<file path="src/rtl/acc_pila.sv">
// ---------------------------------------------------------------------------
// acc_pila: datapath accumulator that supports in-place arithmetic, a PROF-deep
// save/restore stack and a sticky stack-misuse indicator.
//
// Parameters:
//   DB    data width in bits (>= 2)
//   PROF  stack depth in entries (power of two, >= 2)
//
// Ports:
//   clk       rising-edge clock
//   Reset     synchronous, active-high; clears all state
//   Entrada   operand bus (DB bits)
//   WrAcc     operation strobe; Op executes only on edges where it is 1
//   Op        000 nop, 001 load, 010 add, 011 sub, 100 clear,
//             101 push, 110 pop, 111 swap
//   Salida    registered accumulator value (DB bits)
//   Nivel     stack occupancy, 0..PROF
//   Vacia     Nivel == 0
//   Llena     Nivel == PROF
//   Error     sticky misuse flag: push when full, or pop/swap when empty.
//             It is cleared by clear or Reset.
//   Cero, Negativo, Acarreo, Desborde  status flags
//
// Optional feature: define ACC_PILA_FLAGS_EN to register the status flags.
// When the macro is not defined, the four flag ports stay present and are
// tied to 0.
// ---------------------------------------------------------------------------
module acc_pila #(
  parameter  int DB   = 16,
  parameter  int PROF = 4,
  localparam int NW   = $clog2(PROF + 1)
) (
  input  logic          clk,
  input  logic          Reset,
  input  logic [DB-1:0] Entrada,
  input  logic          WrAcc,
  input  logic [2:0]    Op,
  output logic [DB-1:0] Salida,
  output logic [NW-1:0] Nivel,
  output logic          Vacia,
  output logic          Llena,
  output logic          Error,
  output logic          Cero,
  output logic          Negativo,
  output logic          Acarreo,
  output logic          Desborde
);

  localparam int AW = $clog2(PROF);

  typedef enum logic [2:0] {
    OP_NOP   = 3'b000,
    OP_LOAD  = 3'b001,
    OP_ADD   = 3'b010,
    OP_SUB   = 3'b011,
    OP_CLEAR = 3'b100,
    OP_PUSH  = 3'b101,
    OP_POP   = 3'b110,
    OP_SWAP  = 3'b111
  } op_e;

  op_e             w_op;
  logic [DB-1:0]   r_acc;
  logic [NW-1:0]   r_nivel;
  logic            r_error;
  logic [DB-1:0]   r_pila [PROF];

  logic            w_vacia;
  logic            w_llena;
  logic [AW-1:0]   w_top_idx;
  logic [DB-1:0]   w_acc_nxt;
  logic            w_acc_we;
  logic [NW-1:0]   w_nivel_nxt;
  logic            w_err_nxt;
  logic            w_st_we;
  logic [AW-1:0]   w_st_addr;
  logic [DB-1:0]   w_st_data;

  assign w_op      = op_e'(Op);
  assign w_vacia   = (r_nivel == '0);
  assign w_llena   = (r_nivel == NW'(PROF));
  // The top entry sits one below the occupancy count.
  assign w_top_idx = AW'(r_nivel - NW'(1));

  // When flags are enabled, the add/sub results carry one extra bit that
  // holds the carry/borrow.
`ifdef ACC_PILA_FLAGS_EN
  logic [DB:0]   w_sum;
  logic [DB:0]   w_dif;
  assign w_sum = {1'b0, r_acc} + {1'b0, Entrada};
  assign w_dif = {1'b0, r_acc} - {1'b0, Entrada};
`else
  logic [DB-1:0] w_sum;
  logic [DB-1:0] w_dif;
  assign w_sum = r_acc + Entrada;
  assign w_dif = r_acc - Entrada;
`endif

  always_comb begin
    // NOTE: every signal gets a default before the case; otherwise, paths
    // that do not assign it would infer a latch.
    w_acc_nxt   = r_acc;
    w_acc_we    = 1'b0;
    w_nivel_nxt = r_nivel;
    w_err_nxt   = r_error;
    w_st_we     = 1'b0;
    w_st_addr   = w_top_idx;
    w_st_data   = r_acc;
    if (WrAcc) begin
      case (w_op)
        OP_LOAD: begin
          w_acc_nxt = Entrada;
          w_acc_we  = 1'b1;
        end
        OP_ADD: begin
          w_acc_nxt = w_sum[DB-1:0];
          w_acc_we  = 1'b1;
        end
        OP_SUB: begin
          w_acc_nxt = w_dif[DB-1:0];
          w_acc_we  = 1'b1;
        end
        OP_CLEAR: begin
          w_acc_nxt = '0;
          w_acc_we  = 1'b1;
          w_err_nxt = 1'b0;
        end
        OP_PUSH: begin
          if (w_llena) begin
            w_err_nxt = 1'b1;
          end else begin
            // Nivel < PROF here, so its low bits address the free slot.
            w_st_we     = 1'b1;
            w_st_addr   = r_nivel[AW-1:0];
            w_nivel_nxt = r_nivel + NW'(1);
          end
        end
        OP_POP: begin
          if (w_vacia) begin
            w_err_nxt = 1'b1;
          end else begin
            w_acc_nxt   = r_pila[w_top_idx];
            w_acc_we    = 1'b1;
            w_nivel_nxt = r_nivel - NW'(1);
          end
        end
        OP_SWAP: begin
          if (w_vacia) begin
            w_err_nxt = 1'b1;
          end else begin
            w_acc_nxt = r_pila[w_top_idx];
            w_acc_we  = 1'b1;
            w_st_we   = 1'b1;
          end
        end
        default: ;
      endcase
    end
  end

  // NOTE: state registers use non-blocking assignments, so every flop
  // samples the values present before the edge.
  always_ff @(posedge clk) begin
    if (Reset) begin
      r_acc   <= '0;
      r_nivel <= '0;
      r_error <= 1'b0;
    end else begin
      if (w_acc_we) r_acc <= w_acc_nxt;
      r_nivel <= w_nivel_nxt;
      r_error <= w_err_nxt;
    end
  end

  // NOTE: stack storage is deliberately not reset. Its contents are
  // unreachable once Nivel returns to 0.
  always_ff @(posedge clk) begin
    if (!Reset && w_st_we) r_pila[w_st_addr] <= w_st_data;
  end

`ifdef ACC_PILA_FLAGS_EN
  logic r_cero;
  logic r_negativo;
  logic r_acarreo;
  logic r_desborde;
  logic w_is_add;
  logic w_is_sub;
  logic w_ovf_add;
  logic w_ovf_sub;

  assign w_is_add  = WrAcc && (w_op == OP_ADD);
  assign w_is_sub  = WrAcc && (w_op == OP_SUB);
  // Signed overflow: add overflows when same-sign operands give a result
  // of the other sign; sub overflows when operands of differing sign do.
  assign w_ovf_add = (r_acc[DB-1] == Entrada[DB-1]) && (w_sum[DB-1] != r_acc[DB-1]);
  assign w_ovf_sub = (r_acc[DB-1] != Entrada[DB-1]) && (w_dif[DB-1] != r_acc[DB-1]);

  always_ff @(posedge clk) begin
    if (Reset) begin
      r_cero     <= 1'b0;
      r_negativo <= 1'b0;
      r_acarreo  <= 1'b0;
      r_desborde <= 1'b0;
    end else if (w_acc_we) begin
      r_cero     <= (w_acc_nxt == '0);
      r_negativo <= w_acc_nxt[DB-1];
      r_acarreo  <= (w_is_add && w_sum[DB]) || (w_is_sub && w_dif[DB]);
      r_desborde <= (w_is_add && w_ovf_add) || (w_is_sub && w_ovf_sub);
    end
  end

  assign Cero     = r_cero;
  assign Negativo = r_negativo;
  assign Acarreo  = r_acarreo;
  assign Desborde = r_desborde;
`else
  assign Cero     = 1'b0;
  assign Negativo = 1'b0;
  assign Acarreo  = 1'b0;
  assign Desborde = 1'b0;
`endif

  assign Salida = r_acc;
  assign Nivel  = r_nivel;
  assign Vacia  = w_vacia;
  assign Llena  = w_llena;
  assign Error  = r_error;

endmodule
</file>
<file path="config.mk">
export PLATFORM = sky130hd
export DESIGN_NAME = acc_pila
export DESIGN_NICKNAME = d
export VERILOG_FILES = /design/src/rtl/acc_pila.sv
export SDC_FILE = /design/constraint.sdc
export NUM_CORES = 1
export LEC_CHECK = 0
export ABC_AREA = 1
export ABC_CLOCK_PERIOD_IN_PS = 4270
export CORE_MARGIN = 2
export CORE_UTILIZATION = 40
export DETAILED_ROUTE_END_ITERATION = 12
export PLACE_DENSITY = 0.69
export SLEW_MARGIN = 10
export SYNTH_ARGS = -nofsm -noshare
export SYNTH_HDL_FRONTEND = slang
export SYNTH_SLANG_ARGS = --single-unit
</file>
<file path="constraint.sdc">
create_clock -name clk -period 4.27 [get_ports clk]
set_input_delay 0.6405 -clock clk [delete_from_list [all_inputs] [get_ports clk]]
set_output_delay 0.6405 -clock clk [all_outputs]
set_load 0.01 [all_outputs]
</file>
After elaboration in Yosys (flattened, before gate mapping)
Memory sizes are Yosys's and may differ from the RTL's.
Index checks and enable logic that the tools add are counted.
{"block": "totals", "register_bits": 20, "mem_bits_rw": 64, "word_cells": 51, "memories": 1}
{"block": "classes", "n_addsub": 4, "eq_ne": 13, "mux": 19, "n_reduce_logical": 11}
{"memory": "r_pila", "depth": 4, "width": 16, "read_ports": 1, "rd_clocked_by_memory_dff": 0, "write_ports": 1, "line": "66", "source": "logic [DB-1:0] r_pila [PROF];"}
{"operator": "$pmux W16 S5", "count": 1}
{"operator": "$add A16 B16 Y16", "count": 1}
{"operator": "$mux W16", "count": 1}
{"operator": "$sub A16 B16 Y16", "count": 1}
{"operator": "$eq A3 B3 Y1 const B", "count": 5}
{"operator": "$reduce_and A4 Y1", "count": 3}
{"operator": "$mux W1", "count": 8}
{"operator": "$ne A2 B2 Y1 const B", "count": 4}
{"operator": "$eq A3 B2 Y1 const B", "count": 2}
{"operator": "$mux W2", "count": 3}
{"operator": "$mux W3", "count": 2}
{"operator": "$pmux W3 S2", "count": 1}
{"operator": "$reduce_bool A5 Y1", "count": 1}
{"operator": "$pmux W1 S2", "count": 2}
{"operator": "$reduce_or A4 Y1", "count": 1}
{"operator": "$add A3 B1 Y3 const B", "count": 1}
{"operator": "$eq A3 B1 Y1 const B", "count": 1}
{"operator": "$logic_not A3 Y1", "count": 1}
{"operator": "$pmux W1 S3", "count": 1}
{"operator": "$reduce_bool A3 Y1", "count": 1}
{"operator": "$sub A3 B1 Y3 const B", "count": 1}
{"operator": "$ne A2 B1 Y1 const B", "count": 1}
{"operator": "$reduce_bool A2 Y1", "count": 1}
{"operator": "$reduce_or A2 Y1", "count": 1}
{"operator": "2 further kinds", "count": 2}

Longest topological paths before layout
{"block": "depth", "depth_word": 7, "depth_mapped": 22, "mapped_depth_nobuf": 21}

Worst setup path after synthesis
Ideal clock, no wire load.
{"block": "synth_path", "kind": "reg2reg", "from": "reg r_nivel[0], in the netlist Nivel[0]", "to": "mem r_pila[2][0], enable pin", "setup_ns": 0.388, "arrival_ns": 2.450, "t_required_ns": 3.882, "setup_slack_ns": 1.432, "path_stages_with_launch": 11, "path_buffers": 3, "period_less_slack_ns": 2.838, "cell_sequence": "dfxtp_1 buf_2 inv_2 buf_2 ha_1 inv_1 clkbuf_1 nand2_1 o21ai_1 inv_1 nor2_1"}
{"block": "synth_between", "elab_chain_len": 7, "word_cells_on_any_way": 13}
{"item": "from (decl)", "line": "64", "source": "logic [NW-1:0] r_nivel;"}
{"item": "from (signal assigned)", "line": "170", "source": "r_nivel <= w_nivel_nxt;"}
{"item": "$eq A3 B3 Y1 or $logic_not A3 Y1 (tied branches)", "line": "81, 80"}
{"item": "$mux W1, on equally long branches", "line": "129, 148"}
{"item": "$pmux W1 S2", "line": "110", "source": "case (w_op)"}
{"item": "$mux W1", "line": "109", "source": "if (WrAcc) begin"}
{"item": "$logic_and A1 B1 Y1", "line": "178", "source": "if (!Reset && w_st_we) r_pila[w_st_addr] <= w_st_data;"}
{"item": "$mux W1", "line": "178"}
{"item": "$mux W1 (not written as such)", "line": "178"}
{"item": "to (decl)", "line": "66"}
Several ways; a longest one is shown, not always the timed one.

Worst setup path after layout
{"block": "layout_path", "from": "in Op[1]", "to": "reg r_acc[12], in the netlist Salida[12]"}
{"block": "layout_between", "elab_chain_len": 5, "word_cells_on_any_way": 14}
{"item": "from (decl)", "line": "37", "source": "input logic [2:0] Op,"}
{"item": "$eq A3 B3 Y1 (tied with other cells)", "line": "110"}
{"item": "$reduce_or A4 Y1 (no source line) or $reduce_or A2 Y1 (tied branches)"}
{"item": "$pmux W1 S2", "line": "110"}
{"item": "$mux W1", "line": "109"}
{"item": "$reduce_and A4 Y1 (no source line)"}
{"item": "to (signal assigned)", "line": "169", "source": "if (w_acc_we) r_acc <= w_acc_nxt;"}
{"item": "to (decl)", "line": "63", "source": "logic [DB-1:0] r_acc;"}
Several ways; a longest one is shown, not always the timed one.
A chain may end at the register's enable or synchronous reset.

==> results.md <==
Die:
- In this run the standard cell core region covers 12000 µm².
- The die covers between 10000 and 15000 µm².
- The starting density of the core is 0.411.
- The floorplan has 40 rows.
- The floorplan step set the die width to between 100 and 150 µm.
- The die is 115 µm tall.
- The number of ports placed on the die boundary is 48.

Layout:
- The final cell count without fillers is just under 800.
- In the final layout, flip-flops and latches occupy 2320 µm².
- The count of antenna diodes in the layout is 0.
- The number of fill cells is 1134.
- The area of the multi-input gates is 2190 µm².
- From synthesis to final layout, the design area changed by 18.7%.
- The number of nets in the final layout is between 600 and 700.
- The total non-filler cell area in the finished layout is about 5900 µm².
- In the final layout, the share of cells above drive strength 1 is 0.0715.

Logic synthesis:
- The mux cell area share after synthesis is 0.
- The share of Yosys cell area claimed by the top area cell type is 0.389.
- The synthesized-area fraction occupied by ao, oa, aoi and oai cells came to 0.151.
- The post-synth design cell area is 4940 µm².
- The count of warnings emitted by yosys is 0.
- The simple-gate portion of the synthesized area is 0.207.
- The synthesized netlist cell count is 592.
- After synthesis, the largest family of logic cells by area is simple AND/OR/NAND/NOR gates.
- Of the total synthesized cell area, the portion taken by XOR and XNOR cells is 0.0301.
- A synthesized cell averages 8.34 µm².
- Of the total synthesized cell area, the portion taken by full adders, half adders and majority gates is 0.0522.
- The largest area contributor in the netlist is edfxtp_1.
- Counting distinct cell types in the post-synthesis netlist gives 45.
- The number of synthesized register bits is 84.
- For this run, the register share of the synthesized area comes to 0.470.
- In the post-synthesis netlist, the biggest area contributors are edfxtp_1 (39%), nand2_1 (10%), dfxtp_1 (8.1%).

Drt:
- After detailed routing, the average wire length per cell comes to between 15 and 20 µm.
- The number of antenna-violating nets in the routed design is 0.
- Using the TritonRoute via totals, the vias-per-cell ratio works out to 5.40.
- The pre-antenna-repair detailed-routing pass consisted of 5 iterations.
- Summed over all layers, the routed wires come to ~13 mm.
- The count of vias placed by the detailed router is roughly 4300.
- In this run, the number of DRC markers left after iteration 0 of detailed routing was between 400 and 500.
- The DRC violation count after routing is 0.

Flow run:
- Across the run, the number of max-cap violations was 0.

Global route:
- After global routing, the most crowded layer is met2.
- The first global-routing pass estimated 20.3 mm of wire.
- The routing usage on met1 is 0.266.
- The met3 layer usage reported by global route is 0.0353.
- The overall global routing resource usage is 0.201.
- The maximum number of pins on one net before global-route repair is 44.
- For met2 alone, demand over resource in global routing was 0.319.
- The residual overflow from global routing is 0.
- The number of global-route vias before repair is 4076.
- The initial antenna violation count is 0.

Power:
- Of the total power, the clock network draws 0.405.
- The proportion of total power due to net switching is 0.262.
- The total power per unit cell area is approximately 380 nW/µm².
- The total power consumption of the routed design is approximately 0.0022 W.
- The internal power is 0.00164 W.
- Summed over all cells, the static leakage comes to about 2.6 nW.
- Of the total power, combinational logic draws 0.178.
- The share of total power dissipated in sequential elements is 0.417.
- The analysis attributes to net switching a power of 0.000581 W.
- The worst ir drop on vdd is 0.000190 V.

Clock network:
- The clock drives 84 sinks.
- The count of hold-fix buffers inserted at cts is 0.
- Clock tree synthesis selected as its root buffer the cell clkbuf_16.
- The TritonCTS clock tree is built.
- The TritonCTS buffer count is 9.
- Post-CTS timing repair inserted 0 buffers for setup.
- After clock tree synthesis, the clock-pin slew on the worst setup and hold paths is 0.06 ns.
- The number of gates resized after CTS was 0.
- The count of H-tree levels built during CTS is 3.
- No sink is reached through more buffers than the 2 on the longest clock path.
- For the worst-skew pair, the clock arrives at the later sink with an insertion delay of 0.34 ns.

Timing:
- The final cycle utilization of the critical path is 0.855.
- The final-report max-slew violation count is 0.
- The hold slack is 0.467 ns.
- At the pin with the least slew margin, the transition time is 0.784 ns.
- The number of failing hold endpoints at the final stage is 0.
- Setup repair after global routing left no endpoint under its margin.
- The achievable frequency is ~270 MHz.
- The setup TNS after final layout is 0 ns.
- The tightest slew margin relative to the limit is 0.477.
- Across the routed clock network, the largest skew measured is 0.00719 ns.
- The final setup violation count is 0.
- The time the final worst path needs with I/O delays and setup is 3.65 ns.

Worst setup path:
- The signal on the critical path passes through clkdlybuf4s50_1 > inv_1 > nor2_2 > nand2_1 > inv_1 > nor2_1 > xor2_1 > inv_1 > ha_1 > a21oi_1 > o21ai_0 > nand2_1 > nand3_1 > nand2_1 > nand3_1 > nand2_1 > nand2_1 > a21oi_1.
- For the worst setup path, the data required time is 4.52 ns.
- The data arrival time of the critical path is roughly 3.9 ns.
- The most frequent cell on the critical path is nand2_1.
- Along the worst path, the maximum fanout reaches 11.
- The critical-path cell with the highest stage delay is clkdlybuf4s50_1.
- The worst setup path is captured at a flop.
- The startpoint-to-endpoint class of the critical path is in2reg.
- STA classifies the critical path startpoint as an input pin.
- For flop-to-flop paths, the worst setup slack is roughly 1.3 ns.
- The largest incremental delay on the critical path is 0.61 ns.

Placement:
- The HPWL after detailed placement is 9.46 mm.
- The placed cell area is about 5500 µm².
- Input and output buffers added on the ports amount to 43.
- At the end of routability-driven placement, the weighted congestion stood at 0.879.
- In this run, placement finished with an instance count of 774.

Hold path:
- The tightest min-delay check is of the reg2reg type.

Status:
- The run finished with clean final reports.
stage by stage:
stage                util  setup slack, ns
floorplan               -             1.43
global placement    0.459            0.504
detailed placement  0.459            0.365
CTS                 0.488            0.700
global route        0.488            0.379
finish              0.488            0.617
placed cells by master (no fill, tap or decap), types with 2 or more instances in the layout:
cell and count:
a21oi_1 52, a221o_1 5, and2_1 3, buf_4 10, bufinv_16 3, clkbuf_16 9, clkdlybuf4s50_1 43, clkinv_4 2
conb_1 4, dfxtp_1 20, edfxtp_1 64, ha_1 19, inv_1 78, inv_2 3, nand2_1 136, nand3_1 30
nand3b_1 2, nand4_1 6, nor2_1 55, nor2_2 3, nor2_4 2, nor3_1 2, o211ai_2 2, o21ai_0 28
o21ai_1 14, o21bai_1 2, o221ai_1 2, o221ai_2 3, o22ai_1 5, o31ai_1 3, xor2_1 16
routing by layer:
layer	wire length, µm	vias to the layer above
li1	-	2072
met1	5620	1975
met2	6000	185
met3	920	32
met4	376	0
met5	0	-
area by class of cell:
class | instances | area share
Clock inverter | 6 | 0.0190
Inverter | 82 | 0.0529
Timing Repair Buffer | 53 | 0.0862
Clock buffer | 10 | 0.0408
Sequential cell | 84 | 0.396
Tap cell | 147 | 0.0314
Multi-Input combinational cell | 408 | 0.374
final timing paths:
| path | from | endpoint | cells past startpoint |
|---|---|---|---|
| worst min register to register | Error | Error | 2 |
| worst min-delay path | Error | Error | 2 |
| worst max-delay path | Op[1] | Salida[12] | 18 |
| worst max register to register | Nivel[0] | r_pila[3][4] | 8 |
flip-flops by register name, indices dropped and copies added (netlist names):
| name | flops |
|---|---|
| Error | 1 |
| r_pila | 64 |
| Nivel | 3 |
| Salida | 16 |
worst max-delay path, delay by kind of cell:
kind	cells	cell delay (ns)
AO/OA/AOI/OAI	3	0.58
XOR/XNOR	1	0.18
adder cells (fa/ha/maj)	1	0.37
buffers and inverters	4	1.06
AND/OR/NAND/NOR	9	1.06
Yosys cell counts, drive strengths merged:
cell    count
a211oi      1
a21o        1
a21oi      53
a221o       5
a31o        1
a31oi       2
a41oi       1
and2        3
buf        14
clkbuf      7
conb        1
dfxtp      20
edfxtp     64
fa          1
ha         19
inv        82
nand2     138
nand3      31
nand3b      2
nand4       6
nor2       60
nor3        2
o211ai      2
o21a        1
o21ai      42
o21bai      2
o221ai      5
o22ai       5
o31ai       3
or2         1
xnor2       1
xor2       16
cells by family (layout without fill, tap and decap cells):
| family | count (synthesis) | in the layout |
|---|---|---|
| AND/OR/NAND/NOR | 243 | 243 |
| buffers and inverters | 103 | 151 |
| XOR/XNOR | 17 | 17 |
| other | 1 | 4 |
| flip-flops | 84 | 84 |
| AO/OA/AOI/OAI | 124 | 124 |
| adder cells (fa/ha/maj) | 20 | 20 |
power by group through the flow:
stage	Combinational (W)	Clock (W)	Sequential, W
3_3_place_gp	0.000379	0	0.000942
3_5_place_dp	0.000386	0	0.000943
2_1_floorplan	0.000262	0	0.000938
6_report	0.000394	0.000897	0.000925
5_1_grt	0.000438	0.000946	0.000929
4_1_cts	0.000389	0.000909	0.000926
Power figures use the tool's default switching activity.
